### config.mk
export PLATFORM = sky130hd
export DESIGN_NAME = regfile_wb
export DESIGN_NICKNAME = d
export VERILOG_FILES = /design/src/rtl/regfile_wb_pkg.sv /design/src/rtl/reg_scoreboard.sv /design/src/rtl/regfile_wb.sv
export SDC_FILE = /design/constraint.sdc
export NUM_CORES = 2
export LEC_CHECK = 0
export BUFFER_PORTS_ARGS = -buffer_cell sky130_fd_sc_hd__buf_2
export CAP_MARGIN = 5
export CORE_UTILIZATION = 45
export DETAILED_ROUTE_END_ITERATION = 8
export HOLD_SLACK_MARGIN = 0.12
export MAX_ROUTING_LAYER = met4
export SETUP_SLACK_MARGIN = 0.02
export SYNTH_ARGS = -nofsm -noshare
export SYNTH_HDL_FRONTEND = slang
export SYNTH_SLANG_ARGS = --single-unit
### constraint.sdc
create_clock -name clk -period 12.1 [get_ports clk]
set_input_delay 0.605 -clock clk [delete_from_list [all_inputs] [get_ports clk]]
set_output_delay 0.605 -clock clk [all_outputs]
set_load 0.05 [all_outputs]
### src/rtl/regfile_wb_pkg.sv
// ============================================================================
// regfile_wb_pkg : shared widths and control constants for the register file
// Revision 1.0
// ============================================================================
`default_nettype none

package regfile_wb_pkg;

  localparam int REG_BUS_W  = 32;
  localparam int REG_ADDR_W = 5;
  localparam int REG_NUM    = 32;

  localparam logic [REG_BUS_W-1:0]  ZERO_WORD    = '0;
  localparam logic [REG_ADDR_W-1:0] NOP_REG_ADDR = '0;

  localparam logic WRITE_ENABLE  = 1'b1;
  localparam logic WRITE_DISABLE = 1'b0;
  localparam logic READ_ENABLE   = 1'b1;
  localparam logic READ_DISABLE  = 1'b0;

endpackage

`default_nettype wire

### src/rtl/reg_scoreboard.sv
// ============================================================================
// reg_scoreboard : busy-bit tracking with flush/issue/clear priority
// Revision 1.0
// ============================================================================
`default_nettype none

module reg_scoreboard
  import regfile_wb_pkg::*;
#(
  parameter int ADDR_W   = REG_ADDR_W,
  parameter int NUM_REGS = REG_NUM
) (
  input  logic              clk,
  input  logic              rst_n,
  input  logic              wb_enable,
  input  logic [ADDR_W-1:0] wb_addr,
  input  logic              issue_enable,
  input  logic [ADDR_W-1:0] issue_addr,
  input  logic              flush,
  input  logic              r1_enable,
  input  logic [ADDR_W-1:0] r1_addr,
  input  logic              r2_enable,
  input  logic [ADDR_W-1:0] r2_addr,
  output logic              r1_pending,
  output logic              r2_pending,
  output logic [ADDR_W:0]   busy_count
);

  logic [NUM_REGS-1:0] busy;
  logic [NUM_REGS-1:0] busy_next;
  logic [ADDR_W:0]     count_next;

  // Clear is applied before set so a same-cycle reissue keeps the register busy.
  always_comb begin
    busy_next = busy;
    if (flush) begin
      busy_next = '0;
    end else begin
      if (wb_enable && (wb_addr != NOP_REG_ADDR)) busy_next[wb_addr] = 1'b0;
      if (issue_enable && (issue_addr != NOP_REG_ADDR)) busy_next[issue_addr] = 1'b1;
    end
    busy_next[0] = 1'b0;
  end

  always_comb begin
    count_next = '0;
    for (int i = 0; i < NUM_REGS; i++) begin
      count_next = count_next + {{ADDR_W{1'b0}}, busy_next[i]};
    end
  end

  always_ff @(posedge clk or negedge rst_n) begin
    if (!rst_n) begin
      busy       <= '0;
      busy_count <= '0;
    end else begin
      busy       <= busy_next;
      busy_count <= count_next;
    end
  end

  // A write-back to the same register this cycle is forwarded, so no hazard.
  assign r1_pending = r1_enable && (r1_addr != NOP_REG_ADDR) && busy[r1_addr] &&
                      !(wb_enable && (wb_addr == r1_addr));
  assign r2_pending = r2_enable && (r2_addr != NOP_REG_ADDR) && busy[r2_addr] &&
                      !(wb_enable && (wb_addr == r2_addr));

endmodule

`default_nettype wire

### src/rtl/regfile_wb.sv
// ============================================================================
// regfile_wb : integer register file with write-back bypass and scoreboard
// Revision 1.0
// ============================================================================
`default_nettype none

module regfile_wb
  import regfile_wb_pkg::*;
#(
  parameter int DATA_W   = REG_BUS_W,
  parameter int ADDR_W   = REG_ADDR_W,
  parameter int NUM_REGS = REG_NUM
) (
  input  logic              clk,
  input  logic              rst_n,
  input  logic              w_enable_i,
  input  logic [ADDR_W-1:0] w_addr_i,
  input  logic [DATA_W-1:0] w_data_i,
  input  logic              r1_enable_i,
  input  logic [ADDR_W-1:0] r1_addr_i,
  output logic [DATA_W-1:0] r1_data_o,
  input  logic              r2_enable_i,
  input  logic [ADDR_W-1:0] r2_addr_i,
  output logic [DATA_W-1:0] r2_data_o,
  input  logic              issue_enable_i,
  input  logic [ADDR_W-1:0] issue_addr_i,
  input  logic              flush_i,
  output logic              stall_o,
  output logic [ADDR_W:0]   busy_count_o
);

  logic [DATA_W-1:0] regs [NUM_REGS];
  logic [DATA_W-1:0] r1_data;
  logic [DATA_W-1:0] r2_data;
  logic              r1_pending;
  logic              r2_pending;

  always_ff @(posedge clk or negedge rst_n) begin
    if (!rst_n) begin
      for (int i = 0; i < NUM_REGS; i++) regs[i] <= '0;
    end else if ((w_enable_i == WRITE_ENABLE) && (w_addr_i != NOP_REG_ADDR)) begin
      regs[w_addr_i] <= w_data_i;
    end
  end

  always_comb begin
    r1_data = '0;
    if ((r1_enable_i == READ_ENABLE) && (r1_addr_i != NOP_REG_ADDR)) begin
      if (w_enable_i && (w_addr_i == r1_addr_i)) r1_data = w_data_i;
      else                                       r1_data = regs[r1_addr_i];
    end
  end

  always_comb begin
    r2_data = '0;
    if ((r2_enable_i == READ_ENABLE) && (r2_addr_i != NOP_REG_ADDR)) begin
      if (w_enable_i && (w_addr_i == r2_addr_i)) r2_data = w_data_i;
      else                                       r2_data = regs[r2_addr_i];
    end
  end

  reg_scoreboard #(
    .ADDR_W   (ADDR_W),
    .NUM_REGS (NUM_REGS)
  ) u_scoreboard (
    .clk          (clk),
    .rst_n        (rst_n),
    .wb_enable    (w_enable_i),
    .wb_addr      (w_addr_i),
    .issue_enable (issue_enable_i),
    .issue_addr   (issue_addr_i),
    .flush        (flush_i),
    .r1_enable    (r1_enable_i),
    .r1_addr      (r1_addr_i),
    .r2_enable    (r2_enable_i),
    .r2_addr      (r2_addr_i),
    .r1_pending   (r1_pending),
    .r2_pending   (r2_pending),
    .busy_count   (busy_count_o)
  );

  // Outputs are forced quiet while reset is held, even though bypass is combinational.
  assign r1_data_o = rst_n ? r1_data : '0;
  assign r2_data_o = rst_n ? r2_data : '0;
  assign stall_o   = rst_n & (r1_pending | r2_pending);

endmodule

`default_nettype wire

* Word-level counts from Yosys, hierarchy flattened
Cells that the tools add are included.
Word-level totals: bits in registers 1061, logic and storage cells 130, bits of input ports 59
Operators by class: bitwise logic cells 8, magnitude comparators 10, equal/unequal tests 2, muxes and demuxes 27, add/subtract/negate cells 30, reduce and logical (&&, ||, !) cells 19
Operators by type and width (count):
- 1024-bit bitwise mux | 1
- 32-bit 2-to-1 mux | 15
- 32-bit binary-select mux with 5-bit select | 2
- 6-bit by 1-bit adder with 6-bit output | 29
- 32-bit demux with 5-bit select | 1
- 32-bit AND | 1
- 32-bit NOT | 1
- 32-bit bitwise OR | 1
- 5-bit by 6-bit less-than comparator with 1-bit output, second input constant | 4
- 5-bit nonzero test | 4
- 6-bit >= comparator, second input constant | 3
- 5-bit NOT with 6-bit output | 3
- 1-bit logical AND | 13
- 1-bit binary-select mux with 5-bit select | 2
- 1-bit demux with 5-bit select | 2
- 5-bit equality test | 2
- 5-bit by 1-bit >= comparator with 1-bit output, second input constant | 2
- 6-bit by 1-bit less-than comparator with 1-bit output, second input constant | 1
- 1-bit 2-to-1 mux | 4
- 1-bit by 1-bit adder with 2-bit output | 1
- 1-bit zero test | 2
- 1-bit AND | 1
- 1-bit bitwise OR | 1

* Longest topological paths before layout
depth in word-level cells 41, gate-level depth with buffers 24

* By module
From an unflattened synthesis, not the netlist that was laid out.
Second synthesis, totals: cells, all modules 4236, area, all modules 58519.9 um^2
By module, submodules not included:
- regfile_wb | instances 1, cells an instance 3904, area an instance 55250.5 um^2
- reg_scoreboard | instances 1, cells an instance 332, area an instance 3269.4 um^2

* Least setup slack after synthesis
Ideal clock, no wire load.
path kind input to register, start point input port w_addr_i[0], end point register u_scoreboard.busy_count[4], cell stages on the path 23, library setup time 0.123 ns, arrival time 5.931 ns, slack 6.046 ns, cell sequence clkbuf_1 and3b_1 clkbuf_1 nand2_1 buf_1 a32oi_1 nor2_1 ha_1 inv_1 fa_1 fa_1 fa_1 fa_1 fa_1 inv_1 fa_1 ha_1 inv_1 fa_1 inv_1 a21o_1 a21oi_1 xnor2_1
On the way: cells in the longest elaborated chain, start to end 41, elaborated cells on any way between the ends 44, classes of those cells add/sub: 30; order compare: 2; mux: 6; bitwise: 3; reduce/logical: 3
RTL lines:
- from (decl) | RTL line regfile_wb.sv:17 | input logic [ADDR_W-1:0] w_addr_i,
- 5-bit by 6-bit less-than comparator with 1-bit output (implied by the code) / 5-bit by 1-bit >= comparator with 1-bit output (equally long branches) | RTL line reg_scoreboard.sv:39 | if (wb_enable && (wb_addr != NOP_REG_ADDR)) busy_next[wb_addr] = 1'b0;
- 1-bit logical AND (implied by the code) | RTL line reg_scoreboard.sv:39
- 1-bit 2-to-1 mux (implied by the code) | RTL line reg_scoreboard.sv:39
- 1-bit demux with 5-bit select
- 32-bit NOT (no source line)
- 32-bit AND (no source line)
- 32-bit 2-to-1 mux * | RTL line reg_scoreboard.sv:39
- 32-bit 2-to-1 mux * | RTL line reg_scoreboard.sv:36 | if (flush) begin
- 32-bit bitwise OR (no source line)
- 32-bit 2-to-1 mux * | RTL line reg_scoreboard.sv:40 | if (issue_enable && (issue_addr != NOP_REG_ADDR)) busy_next[issue_addr] = 1'b1;
- 32-bit 2-to-1 mux * | RTL line reg_scoreboard.sv:36
- named net u_scoreboard.busy_next[1] | RTL line reg_scoreboard.sv:30 | logic [NUM_REGS-1:0] busy_next;
- 1-bit by 1-bit adder with 2-bit output * | RTL line reg_scoreboard.sv:48 | count_next = count_next + {{ADDR_W{1'b0}}, busy_next[i]};
- 6-bit by 1-bit adder with 6-bit output * (29 in series) | RTL line reg_scoreboard.sv:48
- named net u_scoreboard.count_next[4] | RTL line reg_scoreboard.sv:31 | logic [ADDR_W:0] count_next;
- to (signal assigned) | RTL line reg_scoreboard.sv:58 | busy_count <= count_next;
- to (decl) | RTL line reg_scoreboard.sv:26 | output logic [ADDR_W:0] busy_count
Mark *: on every way through the listed nets, which the timed path passes. The rest lies on a longest branch. The select of a mux whose other input is x is not followed. A chain may end at the register's enable or synchronous reset.

* Worst setup path in the final report
start point input port w_addr_i[2], end point register u_scoreboard.busy_count[4]
Same word-level chain as after synthesis.

==> impl_metrics.tcl <==
set metrics [dict create \
    ff2ff_setup_slack_ps 7000 \
    clockBufferDepth 3 \
    grt_usage 0.279 \
    whs_path_depth 3 \
    clockRootBuffer "clkbuf_16" \
    std_cell_rows 131 \
    skew_ps 4.21 \
    grt_pass1_wl_mm 258 \
    ys_seq_area_frac 0.459 \
    drive_above_1_share 0.533 \
    drt_pass1_iterations 8 \
    vias 34612 \
    tritoncts "done" \
    drtAntennaViolNets 0 \
    hp-start "issue_addr_i[2]" \
    ir_worst_vdd_mv 0.123 \
    clk_pin_slew_ps 60 \
    final_cell_mix "dfrtp_1 (1061), mux2_2 (932), mux4_2 (609), mux2i_1 (136), clkbuf_16 (121)" \
    path_cells "buf_2 -> nor3_1 -> nand2_4 -> a32oi_1 -> nor2_1 -> ha_1 -> inv_1 -> fa_1 -> fa_1 -> fa_1 -> fa_1 -> fa_1 -> inv_1 -> fa_1 -> ha_1 -> inv_1 -> fa_1 -> inv_1 -> a21o_1 -> a21oi_1 -> xnor2_1" \
    whs_endpoint "u_scoreboard.busy[31]" \
    cp-end-kind "flip-flop" \
    viasPerCell 6.46 \
    cp_max_fo 33 \
    die_area_sq_mm 0.130 \
    worst_slew_pin_slew_ps 1220 \
    io_pins 130 \
    syn_area_sq_mm 0.0578 \
    die_w_um 360 \
    ys_seq_elements 1061 \
    chipHeight_um 360 \
    maxCapViolations 0 \
    ys.flop_type "dfrtp_1" \
    drt_iter0_drc 2801 \
    synthTopCellsByArea "dfrtp_1 (46%), mux4_2 (24%), mux2_2 (18%)" \
    detail_route.wl_per_cell_um 32.2 \
    cts_buffers 117 \
    fin_crit_ps 6460 \
    crit_arrival_ps 7050 \
    power.leakage_nw 27.6 \
    avgSynthCellArea_sq_um 15.7 \
    status "complete, no violations" \
    core_sq_mm 0.128 \
    worstReg2RegStart "u_scoreboard.busy[2]" \
    relSlewSlack 0.188 \
    clkLatencyLatePin_ps 700 \
    reg2reg_depth 18 \
    htree_levels 3 \
    drc 0 \
    grt_pass1_vias 36268 \
    worst_ep_required_time_ps 12680 \
    grt_max_degree 171 \
    maxSlewViolCount 0 \
    initial_utilization 0.453 \
    final_common_cell "dfrtp_1" \
    cpPeakStageDelay_ps 740 \
    p_per_area_mw_per_mm2 165 \
    place_congestion 0.845 \
    place_hpwl_mm 94.2 \
    fin_setup_tns_ps 0 \
    rsz0062_at_grt "no" \
    max_freq_mhz 155 \
    post_cts_buffers 0 \
    synth_cells 3693 \
    clock_sinks 1061 \
    area_growth_pct 9.91 \
    setup-violations-final 0 \
    crit_top_cell "fa_1" \
    start_kind "input pin" \
    yosys_warnings 0 \
    synth_edf_count 0 \
    crit_family "adder cells" \
    min_period_over_period 0.534 \
    final_util 0.498 \
    critPathSlowestCell "nor3_1" \
    critPathBufInv 5 \
    antenna_found_initial 5 \
    holdWs_ps 299 \
    min_path_type "in2reg" \
    r2r_end "u_scoreboard.busy_count[4]" \
    overflow 0 \
    final-hold-violation-count 0 \
    synth_top_area_cell "dfrtp_1" \
    routed_wl_mm 173 \
    synth_nets 3784 \
    synth_top_area_share 0.459 \
    synth.distinct_cells 47 \
    io_buffers 129 \
    critPathKind "in2reg" \
    async_reset_ff_frac 1.00 \
    nets 3687 \
]
[sequential cells by signal (all words and copies together) (netlist names)]
name	count
regs	1024
u_scoreboard.busy	31
u_scoreboard.busy_count	6
[kinds of logic after synthesis]
family / synth area share
xor+xnor: 0.00197
compound gates: 0.0221
mux: 0.455
buf+inv: 0.0369
fa+ha+maj: 0.00991
flops: 0.459
simple gates: 0.0149
[stage by stage]
step / instance area (sq um) / instances / total power (W) / worst slack [ps]
3_5_place_dp: 59500 / 5138 / 0.00681 / 4890
4_1_cts: 63500 / 5354 / 0.0106 / 5630
2_1_floorplan: 57800 / 3693 / 0.00623 / 6050
5_1_grt: 63500 / 5355 / 0.0109 / 5360
3_3_place_gp: 59500 / 5138 / 0.00674 / 4990
6_report: 63500 / 5356 / 0.0105 / 5640
[worst register-to-register path, cell delays in order (launching register included)]
cell and delay [ps]:
dfrtp_1 410, a32oi_1 180, nor2_1 100, ha_1 310
inv_1 40, fa_1 500, fa_1 430, fa_1 510
fa_1 430, fa_1 490, inv_1 50, fa_1 480
ha_1 170, inv_1 60, fa_1 450, inv_1 80
a21o_1 100, a21oi_1 80, xnor2_1 130
[power by group]
group          internal, W  total (W)  switching [W]  leakage, nW
clock              0.00223    0.00374        0.00151         1.97
sequential         0.00420    0.00466       0.000454         13.6
combinational      0.00127    0.00209       0.000827         12.0
total              0.00770     0.0105        0.00279         27.6
[worst max path at each step]
stage                 from  cells past startpoint  slack [ps]                    endpoint
2_1_floorplan  w_addr_i[0]                     23        6050  u_scoreboard.busy_count[4]
3_3_place_gp   w_addr_i[2]                     21        4990  u_scoreboard.busy_count[4]
3_5_place_dp   w_addr_i[2]                     21        4890  u_scoreboard.busy_count[4]
4_1_cts        w_addr_i[3]                     19        5630  u_scoreboard.busy_count[4]
5_1_grt        w_addr_i[2]                     21        5360  u_scoreboard.busy_count[4]
6_report       w_addr_i[2]                     21        5640  u_scoreboard.busy_count[4]
[layer usage]
metal,global-route usage,vias to the layer above,wire length [um]
met5,-,-,0
met4,0.0866,0,5380
met3,0.0390,297,10000
met2,0.439,1100,84200
met1,0.377,19158,73000
li1,-,14057,-
[synthesized netlist by cell type (17+ instances only)]
cell type	count
fa_1	23
o2bb2ai_1	19
buf_2	74
a211oi_1	44
mux2i_1	136
o21ai_0	17
buf_4	32
nand2_1	75
a21o_1	19
mux2_2	932
nor2_1	82
mux4_2	609
mux2_1	64
buf_6	20
clkbuf_1	231
buf_1	62
a22oi_1	50
inv_1	53
dfrtp_1	1061
[what timing repair did]
item,in CTS,in global routing
resized for setup,0,0
endpoints found under the hold margin,68,0
hold buffers,1,0
[area by class of cell]
type | instances | area, sq um
diodes | 2 | 5.00
clock buffers | 172 | 3420
clock inverters | 43 | 584
fillers | 10865 | 64000
inverters | 53 | 199
multi-input cells | 2160 | 29400
flip-flops and latches | 1061 | 26600
well taps | 1662 | 2080
repair buffers | 203 | 1320
Power figures use the tool's default switching activity.
